## src/rtl/sr_pkg.sv

```systemverilog
// ============================================================================
// Module      : sr_pkg
// Description : Shared constants and S/R resolution helper for the clocked
//               SR flag register. Optional macro: SR_JK_TOGGLE_EN (S=R=1
//               toggles the bit instead of using PRIORITY).
// Revision    : 1.0 - initial release
// ============================================================================
`default_nettype none

package sr_pkg;

    // S=R=1 resolution encodings; any other value behaves as hold
    localparam int SR_PRI_HOLD = 0;
    localparam int SR_PRI_SET  = 1;
    localparam int SR_PRI_RST  = 2;

    // Default sizing for the flag register
    localparam int c_DEFAULT_WIDTH = 4;
    localparam int c_DEFAULT_CNT_W = 8;

    // Per-bit action chosen from the S/R request pair
    typedef enum logic [1:0] {
        SR_ACT_HOLD = 2'd0,
        SR_ACT_SET  = 2'd1,
        SR_ACT_CLR  = 2'd2,
        SR_ACT_TGL  = 2'd3
    } sr_action_e;

    // Maps one S/R pair to an action; the S=R=1 case depends on the build
    function automatic sr_action_e sr_resolve(input logic s, input logic r,
                                              input int pri);
        sr_action_e act;
        act = SR_ACT_HOLD;
        case ({s, r})
            2'b10:   act = SR_ACT_SET;
            2'b01:   act = SR_ACT_CLR;
            2'b11: begin
`ifdef SR_JK_TOGGLE_EN
                act = SR_ACT_TGL;
`else
                if (pri == SR_PRI_SET)
                    act = SR_ACT_SET;
                else if (pri == SR_PRI_RST)
                    act = SR_ACT_CLR;
                else
                    act = SR_ACT_HOLD;
`endif
            end
            default: act = SR_ACT_HOLD;
        endcase
        return act;
    endfunction

endpackage

`default_nettype wire

```

## src/rtl/sr_cell.sv

```systemverilog
// ============================================================================
// Module      : sr_cell
// Description : Single clocked SR storage bit with registered rise/fall
//               change-detect pulses. Optional macro: SR_JK_TOGGLE_EN.
// Revision    : 1.0 - initial release
// ============================================================================
`default_nettype none

module sr_cell
    import sr_pkg::*;
#(
    parameter int PRIORITY = SR_PRI_HOLD
) (
    input  logic Clk,
    input  logic Rst,
    input  logic En,
    input  logic S,
    input  logic R,
    output logic Q,
    output logic Rise,
    output logic Fall
);

    sr_action_e w_action;
    logic       w_next;
    logic       r_q;
    logic       r_rise;
    logic       r_fall;

    // Decode the request pair into the bit's candidate next value
    always_comb begin
        w_action = sr_resolve(S, R, PRIORITY);
        w_next   = r_q;
        case (w_action)
            SR_ACT_SET: w_next = 1'b1;
            SR_ACT_CLR: w_next = 1'b0;
            SR_ACT_TGL: w_next = ~r_q;
            default:    w_next = r_q;
        endcase
    end

    // State bit plus pulses that line up with the first cycle of a new value
    always_ff @(posedge Clk) begin
        if (Rst) begin
            r_q    <= 1'b0;
            r_rise <= 1'b0;
            r_fall <= 1'b0;
        end else if (En) begin
            r_q    <= w_next;
            r_rise <= ~r_q & w_next;
            r_fall <= r_q & ~w_next;
        end else begin
            r_rise <= 1'b0;
            r_fall <= 1'b0;
        end
    end

    assign Q    = r_q;
    assign Rise = r_rise;
    assign Fall = r_fall;

endmodule

`default_nettype wire

```

## src/rtl/sr_flag_register.sv

```systemverilog
// ============================================================================
// Module      : sr_flag_register
// Description : WIDTH clocked SR flag bits sharing one enable, with per-bit
//               change pulses, a sticky conflict flag and a saturating
//               conflict counter. Optional macro: SR_JK_TOGGLE_EN.
// Revision    : 1.0 - initial release
// ============================================================================
`default_nettype none

module sr_flag_register
    import sr_pkg::*;
#(
    parameter int WIDTH    = c_DEFAULT_WIDTH,
    parameter int PRIORITY = SR_PRI_HOLD,
    parameter int CNT_W    = c_DEFAULT_CNT_W
) (
    input  logic             Clk,
    input  logic             Rst,
    input  logic             En,
    input  logic [WIDTH-1:0] S,
    input  logic [WIDTH-1:0] R,
    input  logic             ErrClr,
    output logic [WIDTH-1:0] Q,
    output logic [WIDTH-1:0] notQ,
    output logic [WIDTH-1:0] Rise,
    output logic [WIDTH-1:0] Fall,
    output logic             Conflict,
    output logic [CNT_W-1:0] ConflictCnt
);

    logic             w_conflict;
    logic             r_conflict;
    logic [CNT_W-1:0] r_cnt;

    genvar gi;
    generate
        for (gi = 0; gi < WIDTH; gi++) begin : g_cell
            sr_cell #(
                .PRIORITY (PRIORITY)
            ) u_cell (
                .Clk  (Clk),
                .Rst  (Rst),
                .En   (En),
                .S    (S[gi]),
                .R    (R[gi]),
                .Q    (Q[gi]),
                .Rise (Rise[gi]),
                .Fall (Fall[gi])
            );
        end
    endgenerate

    // A conflict cycle is counted once no matter how many bits collide
    assign w_conflict = En & (|(S & R));

    // Sticky flag and saturating counter; a fresh conflict beats ErrClr
    always_ff @(posedge Clk) begin
        if (Rst) begin
            r_conflict <= 1'b0;
            r_cnt      <= '0;
        end else if (w_conflict) begin
            r_conflict <= 1'b1;
            if (ErrClr)
                r_cnt <= CNT_W'(1);
            else if (!(&r_cnt))
                r_cnt <= r_cnt + CNT_W'(1);
        end else if (ErrClr) begin
            r_conflict <= 1'b0;
            r_cnt      <= '0;
        end
    end

    assign notQ        = ~Q;
    assign Conflict    = r_conflict;
    assign ConflictCnt = r_cnt;

endmodule

`default_nettype wire

```

## config.mk

```make
export PLATFORM = sky130hd
export DESIGN_NAME = sr_flag_register
export DESIGN_NICKNAME = d
export VERILOG_FILES = /design/src/rtl/sr_pkg.sv /design/src/rtl/sr_cell.sv /design/src/rtl/sr_flag_register.sv
export SDC_FILE = /design/constraint.sdc
export NUM_CORES = 1
export LEC_CHECK = 0
export CORE_MARGIN = 5
export CORE_UTILIZATION = 30
export CTS_BUF_LIST = sky130_fd_sc_hd__clkbuf_8
export CTS_CLUSTER_SIZE = 40
export DETAILED_ROUTE_END_ITERATION = 8
export GPL_TIMING_DRIVEN = 0
export PLACE_DENSITY = 0.53
export SKIP_CTS_REPAIR_TIMING = 1
export SLEW_MARGIN = 5
export SYNTH_ARGS = -nofsm -noshare
export SYNTH_HDL_FRONTEND = slang
export SYNTH_SLANG_ARGS = --single-unit
export TNS_END_PERCENT = 100
```

## constraint.sdc

```tcl
create_clock -name Clk -period 3.4 [get_ports Clk]
set_input_delay 0.68 -clock Clk [delete_from_list [all_inputs] [get_ports Clk]]
set_output_delay 0.68 -clock Clk [all_outputs]
set_load 0.005 [all_outputs]
```

==> flow_summary.yaml, run 1 <==
status:
  status: "finished, final reports clean"
worst_setup_path:
  r2r_slack_ps: 1610
  cp-start-kind: "primary input"
  cp_max_fo: 10
  cp_slowest_cell: "clkdlybuf4s50_1"
  max_stage_delay_ps: 550
  end_kind: "flip-flop"
  critPathArrivalTime_ps: 2180
  rr_worst_depth: 5
  rr_startpoint: "ConflictCnt[0]"
  worst_ep_required_time_ps: 3590
  path_class: "primary input to flip-flop"
  timing.rr.end: "ConflictCnt[0]"
  cp_cell_sequence: "clkdlybuf4s50_1 > a22o_2 > o21ai_2 > buf_6 > nor4_1 > mux2i_1"
synthesis:
  synth_compound_area_share_pct: 17.6
  synth_cell_type_count: 33
  synth_cells: 124
  yosys_warnings: 0
  ys_ff_latch: 21
  synth_edf_count: 0
  synthesis.area_mm2: 0.00104
  yosysTopAreaCellShare_pct: 40.3
  synth_simple_gate_area_share_pct: 26.5
  syn_nets: 137
  synthArstFlopShare_pct: 0
  synth.largest_area_cell: "dfxtp_1"
  synth_fa_ha_area_share_pct: 1.20
  synth_flop_cell: "dfxtp_1"
  synth_common_cells: "dfxtp_1 (21), nand2_1 (14), buf_4 (12)"
  syn_avg_cell_area_um2: 8.41
  synth.most_common_cell: "dfxtp_1"
  yosys-top-cells-area: "dfxtp_1 (40%), buf_4 (8.6%), nand2_1 (5.0%)"
  synthMuxAreaShare_pct: 0.960
  ys_seq_area_share_pct: 40.3
  synth_top_family_by_area: "simple AND/OR/NAND/NOR gates"
  synthXorXnorAreaFrac_pct: 0
placed_design:
  dp.cells: 206
  pre_cts_ws_ps: 1130
  gp_congestion: 0.849
  port_buffers: 36
  place_hpwl_um: 1860
sta:
  setup_ws_ps: 1410
  finalClockSkew_ps: 1.45
  max_freq_mhz: 503
  tightest_slew_ps: 418
  slew_headroom_pct: 72.1
  slew_violations: 0
  fin_crit_sh_pct: 58.5
  hold_violations: 0
  finalSetupViolations: 0
  tns_ps: 0
  min_period_ps: 1990
  rsz0062_at_grt: "false"
floorplanning:
  coreArea_mm2: 0.00336
  die_area_mm2: 0.00475
  start_util_pct: 31.0
  fp-row-count: 21
  ios: 37
  fp.dieW_um: 68.9
  die_y_um: 68.9
final_layout:
  instances_no_fill: 210
  final_core_util_pct: 44.8
  antenna_cells: 0
  nFillCells: 359
  syn_to_final_growth_pct: 44.4
  nets: 178
  drive_gt1_share_pct: 12.2
worst_hold_path:
  hp-class: "flip-flop to flip-flop"
  min_from: "Conflict"
  min_path_cells: 2
  min_to: "Conflict"
clocking:
  clk_pin_slew_ps: 70
  insertion_delay_ps: 250
  cts_buffers: 3
  cts.sinks: 21
  cts_root_buffer: "clkbuf_8"
  cts_tree: "done"
  cts_max_level: 1
  clock_path_buffers: 2
global_routing:
  met2_usage_pct: 18.1
  grt_pass1_wl_um: 4000
  met1_usage_pct: 13.6
  grt_pass1_vias: 914
  grt_use_total_pct: 11.2
  overflow: 0
  met3_usage_pct: 2.76
  grt_busiest_layer: "met2"
  grt_max_degree: 12
  antenna_found_initial: 0
detailed_routing:
  via_count: 995
  postRouteAntennaNets: 0
  first_iter_violations: 34
  drt_drc_violations_left: 0
  dr.pass1.iters: 4
  wl_per_cell_um: 11.6
  wl_um: 2450
  drt-vias-per-instance: 4.74
power:
  p_seq_share_pct: 52.2
  power.density_mw_per_mm2: 331
  ir_worst_vdd_mv: 0.107
  p_clk_share_pct: 31.7
  p_sw_uw: 117
  power_uw: 498
  switching_share_pct: 23.6
  power_frac_comb_pct: 16.1
  p_int_uw: 381
  p_leak_nw: 0.552
flow_run:
  maxCapViolCount: 0
registers in the layout, indices dropped and copies added, names as in the netlist:
name and cells:
ConflictCnt 8, g_cell.u_cell.Rise 4, g_cell.u_cell.Q 4, g_cell.u_cell.Fall 4, Conflict 1
layer usage:
metal | up-vias | part of all wire (%)
li1 | 507 | -
met2 | 33 | 45
met4 | 0 | 1.0
met1 | 453 | 46
met5 | - | 0
met3 | 2 | 7.4
kinds of logic after synthesis:
kind of cell / Yosys count
adders and majority gates: 1
muxes: 1
DFF: 21
buffers and inverters: 23
AOI/OAI and AO/OA: 27
and+or+nand+nor: 51
worst max-delay path by stage:
stage | from | endpoint | slack, ps | cells after the start
after floorplan | ErrClr | ConflictCnt[4] | 1770 | 4
after CTS | R[2] | ConflictCnt[7] | 1410 | 6
final | R[2] | ConflictCnt[7] | 1410 | 6
after global routing | En | g_cell[1].u_cell.Rise | 1300 | 5
after global placement | R[2] | ConflictCnt[7] | 1150 | 6
after detailed placement | R[2] | ConflictCnt[7] | 1130 | 6
metrics by stage:
step	hold WS, ps	instance area, um^2
floorplan	463	1040
global placement	464	1460
detailed placement	475	1460
CTS	490	1510
global route	520	1510
finish	484	1510
layout make-up:
cell class	count	area (um^2)	area share (%)
Multi-Input combinational cell	80	483	32.1
Sequential cell	21	420	27.9
Timing Repair Buffer	36	360	23.9
Buffer	17	116	7.73
Tap cell	46	57.6	3.82
Clock buffer	3	41.3	2.74
Inverter	6	22.5	1.50
Clock inverter	1	3.75	0.249
layout by cell type (no fill, tap or decap), types with 2 or more instances in the layout:
cell type / count
clkbuf_8: 3
and2b_1: 2
a21oi_1: 10
dfxtp_1: 21
inv_1: 7
clkdlybuf4s50_1: 36
and3_1: 2
o31ai_1: 3
o21ai_0: 5
nor4b_1: 4
nor4_1: 2
nor3_1: 5
nand2b_1: 3
nand3_1: 6
or4_1: 3
nor2_1: 5
nand2_1: 14
o21a_1: 2
buf_4: 12
clkbuf_1: 4
worst max-delay path: cells and delay by family:
family	cells	cell delay (ps)
AO/OA/AOI/OAI	2	280
buffers and inverters	2	700
multiplexers	1	210
AND/OR/NAND/NOR	1	320
power by group through the flow:
stage	Sequential (mW)	Combinational (mW)	Clock, mW
final	0.260	0.0805	0.158
after global routing	0.261	0.0892	0.178
after CTS	0.260	0.0816	0.166
after detailed placement	0.266	0.0813	0
after global placement	0.265	0.0805	0
after floorplan	0.264	0.0373	0
No activity file was read; power rests on OpenSTA's default activity.
==> run 2, diff against run 1 <==
clock period = 2.05 ns   (was 3.4 ns; I/O delays follow)
==> results of run 2 <==
Same layout as run 1 (identical final DEF). Status: finished, final reports clean.
Among the figures that moved: setup slack after placement 1130 ps -> 52.0 ps; setup slack after layout 1410 ps -> 263 ps; start point of the critical path R[2] -> ConflictCnt[0]; end point of the critical path ConflictCnt[7] -> ConflictCnt[0]; register-to-register setup slack 1610 ps -> 260 ps; total power 0.498 mW -> 0.827 mW; worst IR drop on VDD 0.107 mV -> 0.178 mV
==> run 3, diff against run 2 <==
CAP_MARGIN = 20   (was default)
==> results of run 3 <==
Same layout as run 1 (identical final DEF). Status: finished, final reports clean.
Among the figures that moved: setup slack after placement 1130 ps -> 52.0 ps; setup slack after layout 1410 ps -> 263 ps; start point of the critical path R[2] -> ConflictCnt[0]; end point of the critical path ConflictCnt[7] -> ConflictCnt[0]; register-to-register setup slack 1610 ps -> 260 ps; total power 0.498 mW -> 0.827 mW; worst IR drop on VDD 0.107 mV -> 0.178 mV
